$ cat config.mk
export PLATFORM = sky130hd
export DESIGN_NAME = pid_alu_seq
export DESIGN_NICKNAME = d
export VERILOG_FILES = /design/src/rtl/pid_alu_seq.sv
export SDC_FILE = /design/constraint.sdc
export NUM_CORES = 1
export LEC_CHECK = 0
export BUFFER_PORTS_ARGS = -buffer_cell sky130_fd_sc_hd__buf_2
export CAP_MARGIN = 20
export CORE_MARGIN = 4
export CORE_UTILIZATION = 50
export DETAILED_ROUTE_END_ITERATION = 7
export GPL_TIMING_DRIVEN = 0
export PLACE_DENSITY_LB_ADDON = 0.15
export SLEW_MARGIN = 25
export SYNTH_ARGS = -nofsm -noshare
export SYNTH_HDL_FRONTEND = slang
export SYNTH_SLANG_ARGS = --single-unit
$ cat constraint.sdc
create_clock -name clk -period 9.8 [get_ports clk]
set_input_delay 0.98 -clock clk [delete_from_list [all_inputs] [get_ports clk]]
set_output_delay 0.98 -clock clk [all_outputs]
set_load 0.01 [all_outputs]
$ cat src/rtl/pid_alu_seq.sv
`default_nettype none
// ============================================================================
// Module   : pid_alu_seq
// Purpose  : Sequential datapath ALU for the PID controller. Performs
//            add/sub with optional x2/x4/x8 pre-scale of src0, signed
//            saturation, an iterative radix-2 signed fixed-point multiply
//            (one bit per cycle, DW cycles) and multiply-accumulate into an
//            internal accumulator. Single-cycle ops complete at the start
//            edge; MUL/MAC use a start/busy/done handshake.
// Ports    : clk        - clock, rising edge
//            rst        - asynchronous active-high reset
//            start_i    - request an operation (accepted when not busy)
//            op_i[2:0]  - 000 ADD, 001 SUB, 010 ADD_SAT, 011 SUB_SAT,
//                         100 MUL, 101 MAC, 110 ACC_ADD, 111 ACC_LD
//            scale_i    - src0 pre-shift for the add path (x1/x2/x4/x8)
//            src1_i     - signed operand A
//            src0_i     - signed operand B
//            acc_clr_i  - synchronous accumulator clear (highest priority)
//            dst_o      - registered result
//            acc_o      - accumulator value
//            busy_o     - multiply in progress
//            done_o     - one-cycle pulse when dst_o is newly valid
//            sat_flag_o - last result was clamped
// Options  : `define PID_ALU_ROUND_EN adds 2^(QF-1) to the full product
//            before the right shift (round half up); default truncates.
// Revision : 1.0 - initial release
// ============================================================================
module pid_alu_seq #(
  parameter int DW    = 16,
  parameter int SATW  = 12,
  parameter int QF    = 12,
  parameter int MSATW = 15
) (
  input  logic          clk,
  input  logic          rst,
  input  logic          start_i,
  input  logic [2:0]    op_i,
  input  logic [1:0]    scale_i,
  input  logic [DW-1:0] src1_i,
  input  logic [DW-1:0] src0_i,
  input  logic          acc_clr_i,
  output logic [DW-1:0] dst_o,
  output logic [DW-1:0] acc_o,
  output logic          busy_o,
  output logic          done_o,
  output logic          sat_flag_o
);

  // Add path is evaluated 4 bits wider than DW so that x8 pre-scale plus
  // the add/sub carry can never overflow before saturation.
  localparam int EW = DW + 4;
  localparam int PW = 2 * DW;
  localparam int MW = PW + 1;
  localparam int CW = $clog2(DW);

  localparam logic [2:0] OP_ADD     = 3'b000;
  localparam logic [2:0] OP_SUB     = 3'b001;
  localparam logic [2:0] OP_ADD_SAT = 3'b010;
  localparam logic [2:0] OP_SUB_SAT = 3'b011;
  localparam logic [2:0] OP_ACC_ADD = 3'b110;
  localparam logic [2:0] OP_ACC_LD  = 3'b111;

  localparam logic signed [EW-1:0] ADD_MAX = EW'((1 << (SATW - 1)) - 1);
  localparam logic signed [EW-1:0] ADD_MIN = EW'(-(1 << (SATW - 1)));
  localparam logic signed [MW-1:0] MUL_MAX = MW'((1 << (MSATW - 1)) - 1);
  localparam logic signed [MW-1:0] MUL_MIN = MW'(-(1 << (MSATW - 1)));

  typedef enum logic [1:0] {
    S_IDLE    = 2'd0,
    S_MUL_RUN = 2'd1,
    S_FINISH  = 2'd2
  } state_t;

  // Clamp helpers return {clamped_flag, DW-bit sign-extended value}. The
  // clamp bounds fit in DW bits, so the low DW bits are already the
  // correct sign extension of the clamped value.
  function automatic logic [DW:0] clamp_add(input logic signed [EW-1:0] v);
    logic [DW:0] r;
    if (v > ADD_MAX)      r = {1'b1, ADD_MAX[DW-1:0]};
    else if (v < ADD_MIN) r = {1'b1, ADD_MIN[DW-1:0]};
    else                  r = {1'b0, v[DW-1:0]};
    return r;
  endfunction

  function automatic logic [DW:0] clamp_mul(input logic signed [MW-1:0] v);
    logic [DW:0] r;
    if (v > MUL_MAX)      r = {1'b1, MUL_MAX[DW-1:0]};
    else if (v < MUL_MIN) r = {1'b1, MUL_MIN[DW-1:0]};
    else                  r = {1'b0, v[DW-1:0]};
    return r;
  endfunction

  // --------------------------------------------------------------------------
  // State
  // --------------------------------------------------------------------------
  state_t               state_q,  state_d;
  logic [DW-1:0]        dst_q,    dst_d;
  logic [DW-1:0]        acc_q,    acc_d;
  logic                 sat_q,    sat_d;
  logic                 done_q,   done_d;
  logic signed [PW-1:0] prod_q,   prod_d;
  logic signed [PW-1:0] mcand_q,  mcand_d;
  logic [DW-1:0]        mplier_q, mplier_d;
  logic [CW-1:0]        cnt_q,    cnt_d;
  logic                 is_mac_q, is_mac_d;

  // --------------------------------------------------------------------------
  // Add path
  // --------------------------------------------------------------------------
  logic signed [EW-1:0] s0_ext;
  logic signed [EW-1:0] s0_sh;
  logic signed [EW-1:0] src1_ext;
  logic signed [EW-1:0] acc_ext;
  logic signed [EW-1:0] addsub_sum;
  logic signed [EW-1:0] accadd_sum;
  logic [DW:0]          addsub_clamp;
  logic [DW:0]          accadd_clamp;

  assign s0_ext       = {{(EW-DW){src0_i[DW-1]}}, src0_i};
  assign src1_ext     = {{(EW-DW){src1_i[DW-1]}}, src1_i};
  assign acc_ext      = {{(EW-DW){acc_q[DW-1]}}, acc_q};
  assign s0_sh        = s0_ext <<< scale_i;
  // op_i[0] selects subtraction for both the wrapping and saturating forms.
  assign addsub_sum   = op_i[0] ? (src1_ext - s0_sh) : (src1_ext + s0_sh);
  assign accadd_sum   = acc_ext + s0_sh;
  assign addsub_clamp = clamp_add(addsub_sum);
  assign accadd_clamp = clamp_add(accadd_sum);

  // --------------------------------------------------------------------------
  // Multiply path: radix-2 shift-add. The multiplicand is shifted left and
  // the multiplier right each cycle. The final bit is the multiplier's sign
  // bit (weight -2^(DW-1)), so the last iteration subtracts; this makes the
  // most-negative operand produce the correct product with no special case.
  // --------------------------------------------------------------------------
  logic signed [PW-1:0] addend;
  logic                 last_iter;
  logic signed [PW-1:0] prod_step;
  logic signed [PW-1:0] prod_rnd;
  logic signed [PW-1:0] prod_shift;
  logic signed [MW-1:0] mac_sum;
  logic [DW:0]          mul_clamp;
  logic [DW:0]          mac_clamp;

  assign addend    = mplier_q[0] ? mcand_q : '0;
  assign last_iter = (cnt_q == CW'(DW - 1));
  assign prod_step = last_iter ? (prod_q - addend) : (prod_q + addend);

`ifdef PID_ALU_ROUND_EN
  localparam logic signed [PW-1:0] RND_HALF = PW'(1 << (QF - 1));
  assign prod_rnd = prod_step + RND_HALF;
`else
  assign prod_rnd = prod_step;
`endif

  // Arithmetic shift: truncation toward -inf.
  assign prod_shift = prod_rnd >>> QF;
  assign mac_sum    = {{(MW-DW){acc_q[DW-1]}}, acc_q} + {prod_shift[PW-1], prod_shift};
  assign mul_clamp  = clamp_mul({prod_shift[PW-1], prod_shift});
  assign mac_clamp  = clamp_mul(mac_sum);

  // --------------------------------------------------------------------------
  // Next-state / datapath control
  // --------------------------------------------------------------------------
  always_comb begin
    state_d  = state_q;
    dst_d    = dst_q;
    acc_d    = acc_q;
    sat_d    = sat_q;
    done_d   = 1'b0;
    prod_d   = prod_q;
    mcand_d  = mcand_q;
    mplier_d = mplier_q;
    cnt_d    = cnt_q;
    is_mac_d = is_mac_q;

    case (state_q)
      // FINISH is the cycle in which done is visible; busy is already low,
      // so a new start is accepted there exactly as in IDLE to allow
      // back-to-back issue.
      S_IDLE, S_FINISH: begin
        state_d = S_IDLE;
        if (start_i) begin
          case (op_i)
            OP_ADD, OP_SUB: begin
              dst_d  = addsub_sum[DW-1:0];
              sat_d  = 1'b0;
              done_d = 1'b1;
            end
            OP_ADD_SAT, OP_SUB_SAT: begin
              {sat_d, dst_d} = addsub_clamp;
              done_d         = 1'b1;
            end
            OP_ACC_ADD: begin
              {sat_d, dst_d} = accadd_clamp;
              acc_d          = accadd_clamp[DW-1:0];
              done_d         = 1'b1;
            end
            OP_ACC_LD: begin
              dst_d  = src0_i;
              acc_d  = src0_i;
              sat_d  = 1'b0;
              done_d = 1'b1;
            end
            default: begin
              // MUL / MAC: latch operands and start iterating.
              state_d  = S_MUL_RUN;
              prod_d   = '0;
              mcand_d  = {{DW{src1_i[DW-1]}}, src1_i};
              mplier_d = src0_i;
              cnt_d    = '0;
              is_mac_d = op_i[0];
            end
          endcase
        end
      end

      S_MUL_RUN: begin
        prod_d   = prod_step;
        mcand_d  = mcand_q <<< 1;
        mplier_d = mplier_q >> 1;
        cnt_d    = cnt_q + CW'(1);
        // The result is registered on the last iteration edge so that dst,
        // sat_flag and acc are valid throughout the FINISH cycle in which
        // done is high.
        if (last_iter) begin
          state_d = S_FINISH;
          done_d  = 1'b1;
          if (is_mac_q) begin
            {sat_d, dst_d} = mac_clamp;
            acc_d          = mac_clamp[DW-1:0];
          end else begin
            {sat_d, dst_d} = mul_clamp;
          end
        end
      end

      default: state_d = S_IDLE;
    endcase

    // Clear wins over any same-edge accumulator write.
    if (acc_clr_i) acc_d = '0;
  end

  always_ff @(posedge clk or posedge rst) begin
    if (rst) begin
      state_q  <= S_IDLE;
      dst_q    <= '0;
      acc_q    <= '0;
      sat_q    <= 1'b0;
      done_q   <= 1'b0;
      prod_q   <= '0;
      mcand_q  <= '0;
      mplier_q <= '0;
      cnt_q    <= '0;
      is_mac_q <= 1'b0;
    end else begin
      state_q  <= state_d;
      dst_q    <= dst_d;
      acc_q    <= acc_d;
      sat_q    <= sat_d;
      done_q   <= done_d;
      prod_q   <= prod_d;
      mcand_q  <= mcand_d;
      mplier_q <= mplier_d;
      cnt_q    <= cnt_d;
      is_mac_q <= is_mac_d;
    end
  end

  assign dst_o      = dst_q;
  assign acc_o      = acc_q;
  assign sat_flag_o = sat_q;
  assign done_o     = done_q;
  assign busy_o     = (state_q == S_MUL_RUN);

endmodule
`default_nettype wire

### Yosys cells after proc, flatten, opt, wreduce, memory -nomap -nowiden

Cells that the tools add are included.

| word-level totals | value |
|---|---|
| bits in read-only memories | 0 |
| logic and storage cells | 105 |
| output and inout bits | 35 |
| latch bits | 0 |
| input port bits | 41 |
| memories kept | 0 |
| RAM bits | 0 |
| register bits after elaboration | 121 |

| cells by class | value |
|---|---|
| reduce and logical (&&, ||, !) cells | 14 |
| bitwise gates (word level) | 1 |
| order comparisons | 8 |
| $add $sub $neg | 7 |
| muxes and demuxes | 47 |
| div/mod/pow operators | 0 |
| multipliers | 0 |
| equal/unequal tests | 17 |
| shift-type cells | 1 |

Operators by type and width:

| kind | count |
|---|---|
| two-way mux 32 bit | 6 |
| two-way mux 16 bit | 9 |
| two-way mux 17 bit | 8 |
| one-hot mux 16 bit (2 select lines) | 4 |
| one-hot mux 32 bit (2 select lines) | 2 |
| one-hot mux 16 bit (4 select lines) | 1 |
| adder 16 x 20 -> 20 bit | 2 |
| > comparator 20 x 12 -> 1 bit, second input constant | 2 |
| less-than comparator 20 x 12 -> 1 bit, second input constant | 2 |
| adder 32 bit | 1 |
| subtractor 32 bit | 1 |
| adder 16 x 20 -> 21 bit | 1 |
| > comparator 21 x 15 -> 1 bit, second input constant | 1 |
| less-than comparator 21 x 15 -> 1 bit, second input constant | 1 |
| > comparator 20 x 15 -> 1 bit, second input constant | 1 |
| less-than comparator 20 x 15 -> 1 bit, second input constant | 1 |
| two-way mux 20 bit | 1 |
| <<< shifter 16 x 2 -> 20 bit | 1 |
| subtractor 16 x 20 -> 20 bit | 1 |
| two-way mux 1 bit | 8 |
| two-way mux 4 bit | 2 |
| != test 4 x 2 -> 1 bit, second input constant | 2 |
| one-hot mux 4 bit (2 select lines) | 1 |
| AND reduction 4 bit | 2 |
| 26 further kinds | 34 |

### Longest topological paths before layout

Gate-level depths: netlist of the first run.

| depth | value |
|---|---|
| word-level depth | 11 |
| mapped depth | 33 |
| gate-level depth less buffers | 29 |

### Least setup slack after synthesis of the first run

Ideal clock, no wire load.

| path | value |
|---|---|
| path type | register to register |
| start | reg mcand_q[5] |
| end | reg dst_q[1], in the netlist dst_o[1] |
| cell stages (with the launch flop) | 30 |
| required time | 9.720 ns |
| buffers on the path | 3 |
| arrival time | 6.943 ns |
| library setup time | 0.080 ns |
| setup slack | 2.776 ns |
| period minus slack after synthesis | 7.024 ns |
| cells stage by stage | dfrtp_1 > or4_1 > or2_2 > or3_1 > or4_1 > a211oi_1 > nor2_1 > xor2_1 > nand2_1 > ha_1 > buf_6 > a21o_1 > a31o_1 > a221o_1 > nand2_1 > a31oi_1 > a221o_1 > inv_1 > ha_1 > clkbuf_1 > a21o_1 > a211o_1 > mux2i_1 > or3_1 > a211o_1 > o41ai_4 > buf_4 > a21oi_1 > a31o_1 > o211ai_2 |

| between the ends | value |
|---|---|
| word-level cells in the longest chain between the ends | 10 |
| elaborated cells on any way between the ends | 16 |
| classes of those cells | add/sub (3); order compare (4); mux (9) |

Ends and longest elaborated chain:

| what | RTL line | source |
|---|---|---|
| start, declared | 102 | `logic signed [PW-1:0] mcand_q, mcand_d;` |
| start signal, assigned | 263 | `mcand_q <= mcand_d;` |
| two-way mux 32 bit (*) | 144 | `assign addend = mplier_q[0] ? mcand_q : '0;` |
| adder 32 bit or subtractor 32 bit (tied branches) | 146 | `assign prod_step = last_iter ? (prod_q - addend) : (prod_q + addend);` |
| two-way mux 32 bit (*) | 146 |  |
| adder 16 x 20 -> 21 bit | 157 | `assign mac_sum = {{(MW-DW){acc_q[DW-1]}}, acc_q} + {prod_shift[PW-1], prod_shift};` |
| less-than comparator 21 x 15 -> 1 bit | 88 | `else if (v < MUL_MIN) r = {1'b1, MUL_MIN[DW-1:0]};` |
| two-way mux 17 bit | 88 |  |
| two-way mux 17 bit | 87 | `if (v > MUL_MAX) r = {1'b1, MUL_MAX[DW-1:0]};` |
| two-way mux 16 bit (*) | 228 | `if (is_mac_q) begin` |
| two-way mux 16 bit (*) | 225 | `if (last_iter) begin` |
| one-hot mux 16 bit (2 select lines) (*) | 176 | `case (state_q)` |
| end signal, assigned | 258 | `dst_q <= dst_d;` |
| end, declared | 97 | `logic [DW-1:0] dst_q, dst_d;` |

Every way passes the cells marked *; elsewhere a longest branch is shown, timed or not. The select of a mux whose other input is x is not followed.
A chain may end at the register's enable or synchronous reset.

### Final worst setup path of the first run

| path | value |
|---|---|
| start | reg mplier_q[0] |
| end | reg acc_q[13], in the netlist acc_o[13] |

| between the ends | value |
|---|---|
| word-level cells in the longest chain between the ends | 11 |
| elaborated cells on any way between the ends | 13 |
| classes of those cells | add/sub (3); order compare (2); mux (8) |

Ends and longest elaborated chain:

| what | RTL line | source |
|---|---|---|
| start, declared | 103 | `logic [DW-1:0] mplier_q, mplier_d;` |
| start signal, assigned | 264 | `mplier_q <= mplier_d;` |
| two-way mux 32 bit (*) | 144 |  |
| adder 32 bit or subtractor 32 bit (tied branches) | 146 |  |
| two-way mux 32 bit (*) | 146 |  |
| adder 16 x 20 -> 21 bit (*) | 157 |  |
| less-than comparator 21 x 15 -> 1 bit | 88 |  |
| two-way mux 17 bit | 88 |  |
| two-way mux 17 bit (*) | 87 |  |
| two-way mux 16 bit (*) | 228 |  |
| two-way mux 16 bit (*) | 225 |  |
| one-hot mux 16 bit (2 select lines) (*) | 176 |  |
| two-way mux 16 bit (*) | 241 | `if (acc_clr_i) acc_d = '0;` |
| end signal, assigned | 248 | `acc_q <= '0;` |
| end signal, assigned | 259 | `acc_q <= acc_d;` |
| end, declared | 98 | `logic [DW-1:0] acc_q, acc_d;` |

Marks and branches as above.

==> flow_summary.ini, run 1 <==
[yosys]
yosys.area.top_type_share_pct = 23.5
syn_avg_cell_area_um2 = 7.57
async_reset_ff_share_pct = 100
yosysWarningCount = 0
synth_cells = 1702
synth_edf_count = 0
synthTopCellsByArea = dfrtp_1, ha_1, nand2_1
yosysTopAreaCell = dfrtp_1
synthDistinctLibCells = 106
yosysSeqAreaShare_pct = 23.5
synthesis.nets = 1841
synth_area_um2 = 12900
ys_ff_latch = 121
synthFlopType = dfrtp_1

[clocking]
clock_path_buffers = 2
clkTransAtPathRegs_ps = 70
cts_tree = done
cts_sinks = 121
cts_hold_buffers = 0
cts_inserted_buffers = 17
post_cts_buffers = 0
cts_resized = 0
clk-insertion-delay-late_ps = 430
clk_root_buffer_cell = clkbuf_16
cts_htree_levels = 4

[global_route]
grt_max_degree = 89
gr-usage-all-layers_pct = 32.1
grt_pass1_wl_um = 72100
grt_pass1_vias = 12981
grt_remaining_overflow = 0
antenna_found_initial = 0

[floorplan]
die_area_um2 = 28400
io_pins = 76
start_util_pct = 51.0
fp.coreArea_um2 = 25300
die_h_um = 169
placementRows = 58
die_w_um = 169

[timing]
hold_violations = 0
max_freq_mhz = 115
rsz0062_at_grt = false
finClkSkew_ps = 13.0
post-route-min-period_ps = 8710
setup_total_negative_slack_ps = 0
relSlewSlack_pct = 39.8
tightest_slew_ps = 904
hold_ws_ps = 506
setup_viol = 0
layout_worst_path_cycle_share_pct = 88.9
finalMaxSlewViolations = 0

[finish]
final_common_cell = nand2_1
syn_to_final_growth_pct = 11.0
fin_nets = 1934
final_cell_mix = nand2_1, a21oi_1, nor2_1
final_layout_size_suffix_gt1_share_pct = 9.79

[route]
antenna_left = 0
drt-wirelength-per-cell_um = 22.0
drtPass1Iterations = 6
first_iter_violations = 1659
viasPerCell = 6.47
vias = 13848
wl_um = 47000
drc = 0

[worst_setup_path]
worstRegToRegCells = 30
cp.arrival_ps = 9070
endpoint_kind = flop
r2r_slack_ps = 1090
slowest_delay_ps = 590
cpMaxStageDelayCell = a21boi_0
crit_fanout = 10
startpoint_type = flop
cp.required_ps = 10160
worstSetupPathType = flop to flop

[worst_hold_path]
worstHoldPathType = input port to async pin

[status]
status = complete, no violations

[placed_design]
routabilityCongestion = 0.995
io_buffers = 73
place_hpwl_um = 36800

[flow_run]
cap_violations = 0
==> logic make-up after synthesis <==
family | share of synthesized area (%)
AOI/OAI and AO/OA | 30.4
xor gates and xnor gates | 7.01
adders and majority gates | 9.75
buffers and inverters | 4.50
DFF | 23.5
muxes | 1.83
and+or+nand+nor | 23.0
==> cell usage after synthesis (all sizes together), types with 22 or more instances <==
cell	instances
a21o	33
nand2b	24
xnor2	67
o21ai	138
nand2	237
a31oi	54
inv	50
o21a	22
o211ai	28
nor2	143
clkbuf	65
nand3	72
xor2	34
nor3	32
dfrtp	121
a21oi	158
ha	94
==> flip-flops by register name (all words and copies together) (netlist names) <==
register,cells
mplier_q,16
acc_o,16
done_o,1
prod_q,32
sat_flag_o,1
is_mac_q,1
dst_o,16
state_q,2
mcand_q,32
cnt_q,4
==> path summary, 6_finish.rpt <==
check,from,endpoint
min in group clk,prod_q[3],prod_q[3]
setup / recovery,mplier_q[0],acc_o[13]
setup reg to reg,mplier_q[0],acc_o[13]
hold reg to reg,prod_q[3],prod_q[3]
max in group asynchronous,rst,dst_o[7]
hold / removal,rst,prod_q[28]
==> stage by stage <==
step           worst slack, ps  cell area [um2]  utilization [%]  cells
2_1_floorplan             2780            12900                -   1702
3_3_place_gp              1290            13700             54.1   2105
3_5_place_dp              1230            13700             54.3   2106
4_1_cts                   1190            14300             56.7   2138
5_1_grt                    625            14300             56.7   2138
6_report                  1090            14300             56.7   2139
==> worst max-delay path: cells and delay by family, from the launching register on <==
kind	cells	cell delay, ps
AO/OA/AOI/OAI	15	4980
adder cells (fa/ha/maj)	3	860
buffers and inverters	6	1230
flip-flops	1	410
multiplexers	1	120
AND/OR/NAND/NOR	5	1020
==> layout make-up <==
cell class	count	area (um2)
Multi-Input combinational cell	1445	9280
Inverter	52	203
Sequential cell	121	3030
Timing Repair Buffer	74	393
Fill cell	2485	10900
Clock inverter	15	181
Clock buffer	17	425
Buffer	84	385
Antenna cell	1	2.50
Tap cell	330	413
==> layer usage <==
layer  up-vias  global-route usage (%)  wire length [um]  share of wire [%]
li1       6451                       -                 -                  -
met1      6601                    41.7             19700                 42
met2       654                    53.4             21800                 46
met3       140                    4.76              3370                7.2
met4         2                    13.8              2020                4.3
met5         -                    1.39                53               0.11
Power of run 1 is left out: the tool's default activity adds up to more than one toggle a clock period on the data nets, which glitch-free logic cannot reach.
==> inputs of run 2 (changes only) <==
BUFFER_PORTS_ARGS = -buffer_cell sky130_fd_sc_hd__buf_4   (was -buffer_cell sky130_fd_sc_hd__buf_2)
==> flow_summary.ini, run 2 (synthesis results as in run 1) <==
[status]
status = complete, no violations

[placed_design]
place_hpwl_um = 36600
dp_slack_ps = 1170
io_buffers = 73
routabilityCongestion = 1.03

[flow_run]
cap_violations = 0

[worst_setup_path]
endpoint_kind = flop
startpoint = mplier_q[0]
cp.arrival_ps = 9180
slowest_delay_ps = 670
startpoint_type = flop
cpMaxStageDelayCell = o311ai_0
worstReg2RegStart = mplier_q[0]
cp.required_ps = 10150
crit_fanout = 10
worstSetupPathType = flop to flop

[finish]
final_cell_mix = nand2_1, a21oi_1, nor2_1
diodes = 0
num-fill-cells = 2468
final_layout_size_suffix_gt1_share_pct = 9.73
fin_nets = 1934
biggestRegsByFlops = mcand_q: 32 flops, prod_q: 32 flops
final_common_cell = nand2_1
final_util_pct = 57.5
syn_to_final_growth_pct = 12.7

[route]
vias = 13820
first_iter_violations = 1504
drtPass1Iterations = 6
wl_um = 46700
drc = 0
drt-wirelength-per-cell_um = 21.8
antenna_left = 0
viasPerCell = 6.46

[timing]
hold_ws_ps = 505
tightest_slew_ps = 1050
layout_setup_ws_ps = 970
setup_viol = 0
post-route-min-period_ps = 8830
rsz0062_at_grt = false
layout_worst_path_cycle_share_pct = 90.1
finalMaxSlewViolations = 0
max_freq_mhz = 113
setup_total_negative_slack_ps = 0
hold_violations = 0
finClkSkew_ps = 14.8
relSlewSlack_pct = 29.0

[floorplan]
die_h_um = 169
io_pins = 76
fp.coreArea_um2 = 25300
placementRows = 58
die_w_um = 169
die_area_um2 = 28400
start_util_pct = 51.0

[clocking]
cts_inserted_buffers = 17
cts_hold_buffers = 0
clkTransAtPathRegs_ps = 70
cts_htree_levels = 4
cts_sinks = 121
post_cts_buffers = 0
clk-insertion-delay-late_ps = 430
clk_root_buffer_cell = clkbuf_16
cts_resized = 0
clock_path_buffers = 2
cts_tree = done

[global_route]
grt_remaining_overflow = 0
grt_pass1_vias = 12695
grt_max_degree = 67
gr-usage-all-layers_pct = 31.7
grt_pass1_wl_um = 71100
antenna_found_initial = 0

[worst_hold_path]
min_from = prod_q[14]
worstHoldPathType = flop to flop
-- run 2: changes by cell type in the layout (fill, tap and decap cells not counted), moves of 2 or more --
cell        previous run  this run
bufinv_16              0         4
buf_4                  2        75
inv_6                  4         2
inv_8                  6         1
clkinv_4               1         4
clkinv_8               5         0
clkinvlp_4             0         2
buf_2                 81         8
-- run 2: path summary, 6_finish.rpt --
kind | endpoint | slack [ps] | cells past startpoint
min in group asynchronous | prod_q[25] | 550 | 2
max reg2reg | acc_o[3] | 970 | 29
max | acc_o[3] | 970 | 29
max in group asynchronous | acc_o[1] | 8570 | 3
min | prod_q[14] | 510 | 2
min reg2reg | prod_q[14] | 510 | 2
-- run 2: metrics by stage --
step | std cells | cell area (um2)
after floorplan | 1702 | 12900
after global placement | 2105 | 13800
after detailed placement | 2106 | 13900
after CTS | 2138 | 14500
after global routing | 2138 | 14500
final | 2138 | 14500
-- run 2: area by class of cell --
| type | instances | area (um2) | area share (%) |
|---|---|---|---|
| Buffer | 84 | 385 | 2.65 |
| Clock buffer | 19 | 443 | 3.05 |
| Clock inverter | 13 | 193 | 1.33 |
| Inverter | 52 | 203 | 1.40 |
| Multi-Input combinational cell | 1445 | 9280 | 63.9 |
| Sequential cell | 121 | 3030 | 20.9 |
| Tap cell | 330 | 413 | 2.84 |
| Timing Repair Buffer | 74 | 576 | 3.96 |
-- run 2: routing by layer --
layer / up-vias / share of wire [%] / track usage, %
met3: 136 / 7.7 / 4.06
met5: - / 0 / 0
met2: 683 / 46 / 52.2
met4: 0 / 4.4 / 12.6
met1: 6539 / 42 / 42.5
li1: 6462 / - / -
-- run 2: critical path, delay by kind of cell (launching register included) --
family                     cells  cell delay (ps)
buffers and inverters          6             1300
adders and majority gates      3              930
xor gates and xnor gates       1              420
DFF                            1              440
and+or+nand+nor                9             1820
AOI/OAI and AO/OA             10             3830
Power of run 2 is left out for the same reason.
